`config.mk`:
```
export PLATFORM = sky130hd
export DESIGN_NAME = regfile_sb_flat
export DESIGN_NICKNAME = d
export VERILOG_FILES = /design/src/rtl/regfile_sb_if.sv /design/src/rtl/regfile_sb.sv /design/src/flat_wrapper.sv
export SDC_FILE = /design/constraint.sdc
export NUM_CORES = 2
export LEC_CHECK = 0
export BUFFER_PORTS_ARGS = -buffer_cell sky130_fd_sc_hd__clkbuf_2
export CAP_MARGIN = 10
export CORE_ASPECT_RATIO = 2
export CORE_UTILIZATION = 63
export CTS_CLUSTER_SIZE = 12
export DETAILED_ROUTE_END_ITERATION = 6
export GPL_TIMING_DRIVEN = 0
export PLACE_DENSITY = 0.82
export SYNTH_ARGS = -nofsm -noshare
export SYNTH_HDL_FRONTEND = slang
export SYNTH_SLANG_ARGS = --single-unit
```
`constraint.sdc`:
```
create_clock -name clk -period 3.98 [get_ports clk]
set_input_delay 0.199 -clock clk [delete_from_list [all_inputs] [get_ports clk]]
set_output_delay 0.199 -clock clk [all_outputs]
set_load 0.02 [all_outputs]
```
`src/rtl/regfile_sb_if.sv`:
```
// Register-file bus: two read ports, two write lanes, issue strobe and busy vector.
// The master drives addresses, write data and issue strobes; the register file is the slave.
interface regfile_sb_if #(
  parameter int XLEN = 32,
  parameter int AW   = 5
);
  localparam int NREG = 1 << AW;

  logic [AW-1:0]   ra1;
  logic [AW-1:0]   ra2;
  logic [XLEN-1:0] rd1;
  logic [XLEN-1:0] rd2;
  logic            rd1_busy;
  logic            rd2_busy;
  logic            we1;
  logic [AW-1:0]   wa1;
  logic [XLEN-1:0] wd1;
  logic            we2;
  logic [AW-1:0]   wa2;
  logic [XLEN-1:0] wd2;
  logic            iss_en;
  logic [AW-1:0]   iss_addr;
  logic [NREG-1:0] busy_vec;

  modport master (
    output ra1, ra2, we1, wa1, wd1, we2, wa2, wd2, iss_en, iss_addr,
    input  rd1, rd2, rd1_busy, rd2_busy, busy_vec
  );

  modport slave (
    input  ra1, ra2, we1, wa1, wd1, we2, wa2, wd2, iss_en, iss_addr,
    output rd1, rd2, rd1_busy, rd2_busy, busy_vec
  );
endinterface

```
`src/rtl/regfile_sb.sv`:
```
// Integer register file with two combinational read ports, two write lanes and a busy scoreboard.
// Optional macro REGFILE_BYPASS_EN forwards same-cycle write data to the read ports.
module regfile_sb #(
  parameter int XLEN     = 32,
  parameter int AW       = 5,
  parameter int ZERO_REG = 1
) (
  input  logic         clk,
  input  logic         rst,
  regfile_sb_if.slave  rf
);
  localparam int NREG = 1 << AW;

  typedef struct packed {
    logic [XLEN-1:0] data;
    logic            busy;
  } rd_t;

  logic [XLEN-1:0] regs [NREG];
  logic [NREG-1:0] busy;
  logic [NREG-1:0] busy_nxt;
  rd_t             p1;
  rd_t             p2;

  // False only for register 0 when it is hardwired to zero.
  function automatic logic writable(input logic [AW-1:0] a);
    return !(ZERO_REG != 0 && a == '0);
  endfunction

  function automatic rd_t read_port(input logic [AW-1:0] a);
    rd_t r;
    r.data = regs[a];
    r.busy = busy[a];
`ifdef REGFILE_BYPASS_EN
    // Lane 2 is checked last so it wins when both lanes target the same address.
    if (rf.we1 && rf.wa1 == a) begin
      r.data = rf.wd1;
      r.busy = rf.iss_en && rf.iss_addr == a;
    end
    if (rf.we2 && rf.wa2 == a) begin
      r.data = rf.wd2;
      r.busy = rf.iss_en && rf.iss_addr == a;
    end
`endif
    if (!writable(a)) r = '0;
    return r;
  endfunction

  // Clears from writeback first, then the issue set, so a same-edge issue leaves the bit set.
  always_comb begin
    // NOTE: default assigned first so no path through this block can infer a latch.
    busy_nxt = busy;
    if (rf.we1 && writable(rf.wa1)) busy_nxt[rf.wa1] = 1'b0;
    if (rf.we2 && writable(rf.wa2)) busy_nxt[rf.wa2] = 1'b0;
    if (rf.iss_en && writable(rf.iss_addr)) busy_nxt[rf.iss_addr] = 1'b1;
  end

  always_ff @(posedge clk) begin
    // NOTE: non-blocking assignments so every register samples pre-edge values.
    if (rst) busy <= '0;
    else     busy <= busy_nxt;
  end

  always_ff @(posedge clk) begin
    if (rst) begin
      // NOTE: the data array is reset because the pipeline expects all-zero operands after reset.
      for (int i = 0; i < NREG; i++) regs[i] <= '0;
    end else begin
      // Later non-blocking write takes effect, giving lane 2 priority on an address collision.
      if (rf.we1 && writable(rf.wa1)) regs[rf.wa1] <= rf.wd1;
      if (rf.we2 && writable(rf.wa2)) regs[rf.wa2] <= rf.wd2;
    end
  end

  always_comb begin
    p1 = read_port(rf.ra1);
    p2 = read_port(rf.ra2);
  end

  assign rf.rd1      = p1.data;
  assign rf.rd1_busy = p1.busy;
  assign rf.rd2      = p2.data;
  assign rf.rd2_busy = p2.busy;
  assign rf.busy_vec = busy;
endmodule

```
`src/flat_wrapper.sv`:
```
// flat-port wrapper written by rule: the top's interface ports become plain ports
module regfile_sb_flat 
#(
  parameter int XLEN     = 32,
  parameter int AW       = 5,
  parameter int ZERO_REG = 1
)
  (clk, rst, rf_ra1, rf_ra2, rf_we1, rf_wa1, rf_wd1, rf_we2, rf_wa2, rf_wd2, rf_iss_en, rf_iss_addr, rf_rd1, rf_rd2, rf_rd1_busy, rf_rd2_busy, rf_busy_vec);
  regfile_sb_if #(.XLEN(XLEN), .AW(AW)) rf_i ();
  input  logic clk;
  input  logic rst;
  input wire logic [$bits(rf_i.ra1)-1:0] rf_ra1;
  input wire logic [$bits(rf_i.ra2)-1:0] rf_ra2;
  input wire logic [$bits(rf_i.we1)-1:0] rf_we1;
  input wire logic [$bits(rf_i.wa1)-1:0] rf_wa1;
  input wire logic [$bits(rf_i.wd1)-1:0] rf_wd1;
  input wire logic [$bits(rf_i.we2)-1:0] rf_we2;
  input wire logic [$bits(rf_i.wa2)-1:0] rf_wa2;
  input wire logic [$bits(rf_i.wd2)-1:0] rf_wd2;
  input wire logic [$bits(rf_i.iss_en)-1:0] rf_iss_en;
  input wire logic [$bits(rf_i.iss_addr)-1:0] rf_iss_addr;
  output wire logic [$bits(rf_i.rd1)-1:0] rf_rd1;
  output wire logic [$bits(rf_i.rd2)-1:0] rf_rd2;
  output wire logic [$bits(rf_i.rd1_busy)-1:0] rf_rd1_busy;
  output wire logic [$bits(rf_i.rd2_busy)-1:0] rf_rd2_busy;
  output wire logic [$bits(rf_i.busy_vec)-1:0] rf_busy_vec;
  assign rf_i.ra1 = rf_ra1;
  assign rf_i.ra2 = rf_ra2;
  assign rf_i.we1 = rf_we1;
  assign rf_i.wa1 = rf_wa1;
  assign rf_i.wd1 = rf_wd1;
  assign rf_i.we2 = rf_we2;
  assign rf_i.wa2 = rf_wa2;
  assign rf_i.wd2 = rf_wd2;
  assign rf_i.iss_en = rf_iss_en;
  assign rf_i.iss_addr = rf_iss_addr;
  assign rf_rd1 = rf_i.rd1;
  assign rf_rd2 = rf_i.rd2;
  assign rf_rd1_busy = rf_i.rd1_busy;
  assign rf_rd2_busy = rf_i.rd2_busy;
  assign rf_busy_vec = rf_i.busy_vec;
  regfile_sb #(.XLEN(XLEN), .AW(AW), .ZERO_REG(ZERO_REG)) u_core (.clk(clk), .rst(rst), .rf(rf_i));
endmodule
```
==> flow_summary_export.csv, run 1 <==
group,metric,value,unit
run_status,status,"aborted with a tool error",
run_status,stop_stage,"global routing (5_1_grt)",
run_status,error,"[ERROR GRT-0116] Global routing finished with congestion. Check the congestion regions in the DRC Viewer.",
logic_synthesis,syn_area_per_cell,14.7,µm²
cts,h-tree-depth,3,
logic_synthesis,synth.area.top_cells,"edfxtp_1 (51%), mux4_2 (17%), a22o_1 (14%)",
logic_synthesis,syn_area,60600,µm²
global_route,grt-ovfl-total,271,
floorplan,dieWidth,221,µm
logic_synthesis,ys_ff_latch,1056,
global_route,grt_pass1_wl,476000,µm
logic_synthesis,async_flop_share,0,%
floorplan,ios,192,
logic_synthesis,ys_seq_area_share,51.8,%
global_route,grt_pass1_vias,56300,
cts,cts-root-buf,"clkbuf_16",
logic_synthesis,synthCells,4109,
cts,cts_buffers,99,
logic_synthesis,ys_top_cells_by_count,"edfxtp_1 (1,024), a22o_1 (992), mux4_2 (462), clkbuf_1 (376), buf_2 (177)",
place,hpwl,221000,µm
logic_synthesis,yosysTopAreaCellShare,50.7,%
place,postPlaceCellArea,64800,µm²
logic_synthesis,ys_warn_count,0,
cts,clock_sinks,1056,
global_route,grtUsageTotal,71.6,%
place,io_buffers,175,
place,gp_congestion,1.21,
logic_synthesis,synth_edf_count,1024,
logic_synthesis,synth_cell_type_count,66,
place,dpl_worst_slack,-0.570,ns
logic_synthesis,yosys.cell_count.top_type,"edfxtp_1",
floorplan,start_util,63.7,%
global_route,grt_max_degree,30,
cts,clockBufferDepth,3,
floorplan,num_rows,160,
floorplan,die_y,441,µm
cts,cts_setup_buffers,0,
logic_synthesis,synthFlopType,"edfxtp_1",
logic_synthesis,yosys.area.top_type,"edfxtp_1",
==> per-stage QoR <==
| step | hold WS (ns) | std cells |
|---|---|---|
| 4_1_cts | 0.00822 | 5798 |
| 3_5_place_dp | 0.503 | 5598 |
| 3_3_place_gp | 0.490 | 5530 |
| 2_1_floorplan | 0.293 | 4140 |
==> per-layer routing <==
metal	track usage, %	GRT overflow
met3	50.4	0
met5	16.0	0
met2	91.5	148
met1	72.7	0
met4	73.0	123
==> cell families after synthesis <==
family,Yosys count,synth area share [%]
buffers and inverters,645,4.90
other,1,0.00619
muxes,659,20.6
AOI/OAI and AO/OA,1440,19.6
and+or+nand+nor,308,3.09
DFF,1056,51.8
==> timing repair <==
| action | 4_1_cts |
|---|---|
| setup endpoints to repair | 10 |
| hold buffers | 71 |
| gates cloned | 0 |
| resized for setup | 4 |
| hold endpoints to repair | 88 |
==> run 2: changes to the inputs <==
--- a/config.mk
+++ b/config.mk
@@ -7,12 +7,10 @@
 export LEC_CHECK = 0
 export BUFFER_PORTS_ARGS = -buffer_cell sky130_fd_sc_hd__clkbuf_2
 export CAP_MARGIN = 10
-export CORE_ASPECT_RATIO = 2
-export CORE_UTILIZATION = 63
-export CTS_CLUSTER_SIZE = 12
+export CORE_UTILIZATION = 40
 export DETAILED_ROUTE_END_ITERATION = 6
 export GPL_TIMING_DRIVEN = 0
-export PLACE_DENSITY = 0.82
+export PLACE_DENSITY_LB_ADDON = 0.15
 export SYNTH_ARGS = -nofsm -noshare
 export SYNTH_HDL_FRONTEND = slang
 export SYNTH_SLANG_ARGS = --single-unit
==> run 2 against run 1 <==
The flow now finishes, with violations (design-rule violations, max-capacitance violations, negative setup slack). Synthesized area is the same. Synthesized cell count is the same.
==> flow_summary_export.csv, run 2 <==
group,metric,value,unit
run_status,status,"finished with violations",
run_status,violations,"design-rule violations, max-capacitance violations, negative setup slack",
timing,setup_viol,39,
detailed_routing,drt_pass1_iterations,7,
min_path,hp-start,"rf_wd2[14]",
place,hpwl,230000,µm
pwr,powerDensity,415,nW/µm²
floorplan,dieArea,153000,µm²
finish,area_growth,16.7,%
global_route,grt_max_degree,25,
setup_path,criticalPathCategory,"in2out",
setup_path,endpoint_kind,"primary output",
logic_synthesis,synthCells,4109,
logic_synthesis,yosys.area.top_type,"edfxtp_1",
global_route,grt_pass1_vias,47300,
floorplan,die_y,391,µm
floorplan,dieWidth,391,µm
job,max_cap_violations,2,
timing,layout_setup_ws,-0.545,ns
logic_synthesis,ys_seq_area_share,51.8,%
timing,skew,0,ns
setup_path,reg2reg_depth,3,
floorplan,coreArea,150000,µm²
cts,clockBufferDepth,3,
finish,final_core_util,47.1,%
cts,cts_buffers,119,
detailed_routing,detail-route-antenna-nets,0,
finish,layout_commonest_cell,"edfxtp_1",
timing,fmax,221,MHz
logic_synthesis,synth.area.top_cells,"edfxtp_1 (51%), mux4_2 (17%), a22o_1 (14%)",
global_route,grt-ovfl-total,0,
timing,slew_viol_final,0,
logic_synthesis,ys_top_cells_by_count,"edfxtp_1 (1,024), a22o_1 (992), mux4_2 (462), clkbuf_1 (376), buf_2 (177)",
cts,clock_sinks,1056,
pwr,vdd_ir_drop_max,0.330,mV
setup_path,r2r_end,"u_core.rf.busy_vec[5]$_SDFF_PP0_",
timing,timing.final.crit_share,114,%
logic_synthesis,synthFlopType,"edfxtp_1",
setup_path,path_max_fanout,10,
finish,largest_reg_flops,1024,
setup_path,timing.rr.start,"u_core.rf.busy_vec[5]$_SDFF_PP0_",
logic_synthesis,yosysTopAreaCellShare,50.7,%
setup_path,arrival,4.33,ns
cts,cts_tree,"built",
logic_synthesis,ys_warn_count,0,
logic_synthesis,synth_cell_type_count,66,
cts,clk_latency,0.74,ns
timing,finalSetupTns,-5.37,ns
finish,filler_cell_count,13300,
timing,rsz0062_at_grt,"yes",
timing,finalCriticalPeriod,4.53,ns
finish,fin_nets,4677,
detailed_routing,drtIter0Drc,8983,
global_route,grt_pass1_wl,416000,µm
detailed_routing,drc,2,
finish,regMostFlops,"u_core.regs",
detailed_routing,wl_per_cell,47.5,µm
logic_synthesis,synth_edf_count,1024,
timing,whs,0.0524,ns
pwr,cellLeakagePower,23.9,nW
finish,drive_above_1_share,28.0,%
floorplan,start_util,40.4,%
cts,cts_setup_buffers,0,
min_path,worstHoldPathType,"in2reg",
detailed_routing,routed_via_density,7.49,
min_path,hold_path_depth,2,
global_route,antenna_found_initial,9,
logic_synthesis,syn_area_per_cell,14.7,µm²
cts,cts-root-buf,"clkbuf_16",
min_path,holdPathEnd,"u_core.regs[28][14]$_DFFE_PP_",
place,io_buffers,175,
setup_path,critical_path.startpoint_type,"input port",
floorplan,num_rows,142,
global_route,grtUsageTotal,40.9,%
setup_path,cp.required,3.78,ns
logic_synthesis,yosys.cell_count.top_type,"edfxtp_1",
logic_synthesis,ys_ff_latch,1056,
cts,h-tree-depth,3,
timing,finalHoldViolations,0,
logic_synthesis,async_flop_share,0,%
detailed_routing,drt-total-wl,319000,µm
timing,worst_pin_slew,1.49,ns
setup_path,rrSetupSlack,2.68,ns
place,gp_congestion,1.04,
cts,path_clk_slew,0.06,ns
floorplan,ios,192,
finish,most-common-layout-cells,"edfxtp_1 (1,024), a22o_1 (992), mux4_2 (462)",
detailed_routing,num_vias,50200,
logic_synthesis,syn_area,60600,µm²
timing,slew_headroom,0.363,%
==> run 2: where the power goes <==
part           internal, mW  switching (mW)  total [mW]  leakage, nW
Clock                  6.35            4.86        11.2         1.88
Combinational          1.65            3.25        4.90         11.9
Sequential             12.9           0.356        13.2         10.1
==> run 2: what timing repair did <==
action | in CTS | in global routing
endpoints found under the setup margin | 32 | 26
gates resized for setup | 23 | 28
endpoints found under the hold margin | 86 | 0
hold buffers | 66 | 0
==> run 2: cells by family after synthesis <==
logic type | Yosys count | share of synthesized area, %
AOI/OAI and AO/OA | 1440 | 19.6
DFF | 1056 | 51.8
muxes | 659 | 20.6
buffers and inverters | 645 | 4.90
and+or+nand+nor | 308 | 3.09
other | 1 | 0.00619
==> run 2: final cells by class <==
type / count / area (µm²) / area share, %
antenna: 15 / 37.5 / 0.0531
buffer: 616 / 2890 / 4.08
clock buffer: 155 / 3300 / 4.67
clock inverter: 59 / 507 / 0.717
inverter: 29 / 109 / 0.154
multi-input combinational: 2439 / 27100 / 38.3
sequential: 1056 / 31400 / 44.4
tap: 2016 / 2520 / 3.57
timing repair buffer: 322 / 2910 / 4.11
==> run 2: worst max path at each step <==
stage	startpoint	to	slack [ns]	cells past startpoint
global placement	rf_wa1[2]	u_core.regs[5][22]$_DFFE_PP_	-2.11	4
finish	rf_ra1[0]	rf_rd1[8]	-0.55	8
floorplan	rf_wa1[3]	u_core.regs[5][0]$_DFFE_PP_	0.86	3
global route	rf_ra1[1]	rf_rd1[8]	-0.13	8
CTS	rf_ra2[3]	rf_rd2[11]	0.008	8
detailed placement	rf_ra2[0]	rf_rd2[0]	-0.67	8
==> run 2: critical path: stages <==
cell	delay (ns)
buf_2	0.25
nor2b_1	0.17
buf_1	1.04
clkbuf_1	0.73
a221oi_1	0.22
o21ai_1	0.81
a311oi_1	0.55
clkbuf_2	0.30
==> run 2: through the flow <==
step                power, mW  setup slack, ns  area (µm²)  cells
global route             29.6           -0.130       70700   6693
floorplan                15.7            0.859       60700   4140
detailed placement       18.0           -0.667       65900   6405
global placement         17.8            -2.11       64100   6331
CTS                      28.9          0.00815       70500   6685
finish                   29.4           -0.545       70700   6707
==> run 2: metal layers <==
layer	track usage, %	wire length (µm)
met1	51.6	113000
met2	57.6	131000
met3	15.8	47100
met4	28.5	27600
met5	0	19
Note: power is estimated with default switching activity, not from simulation.
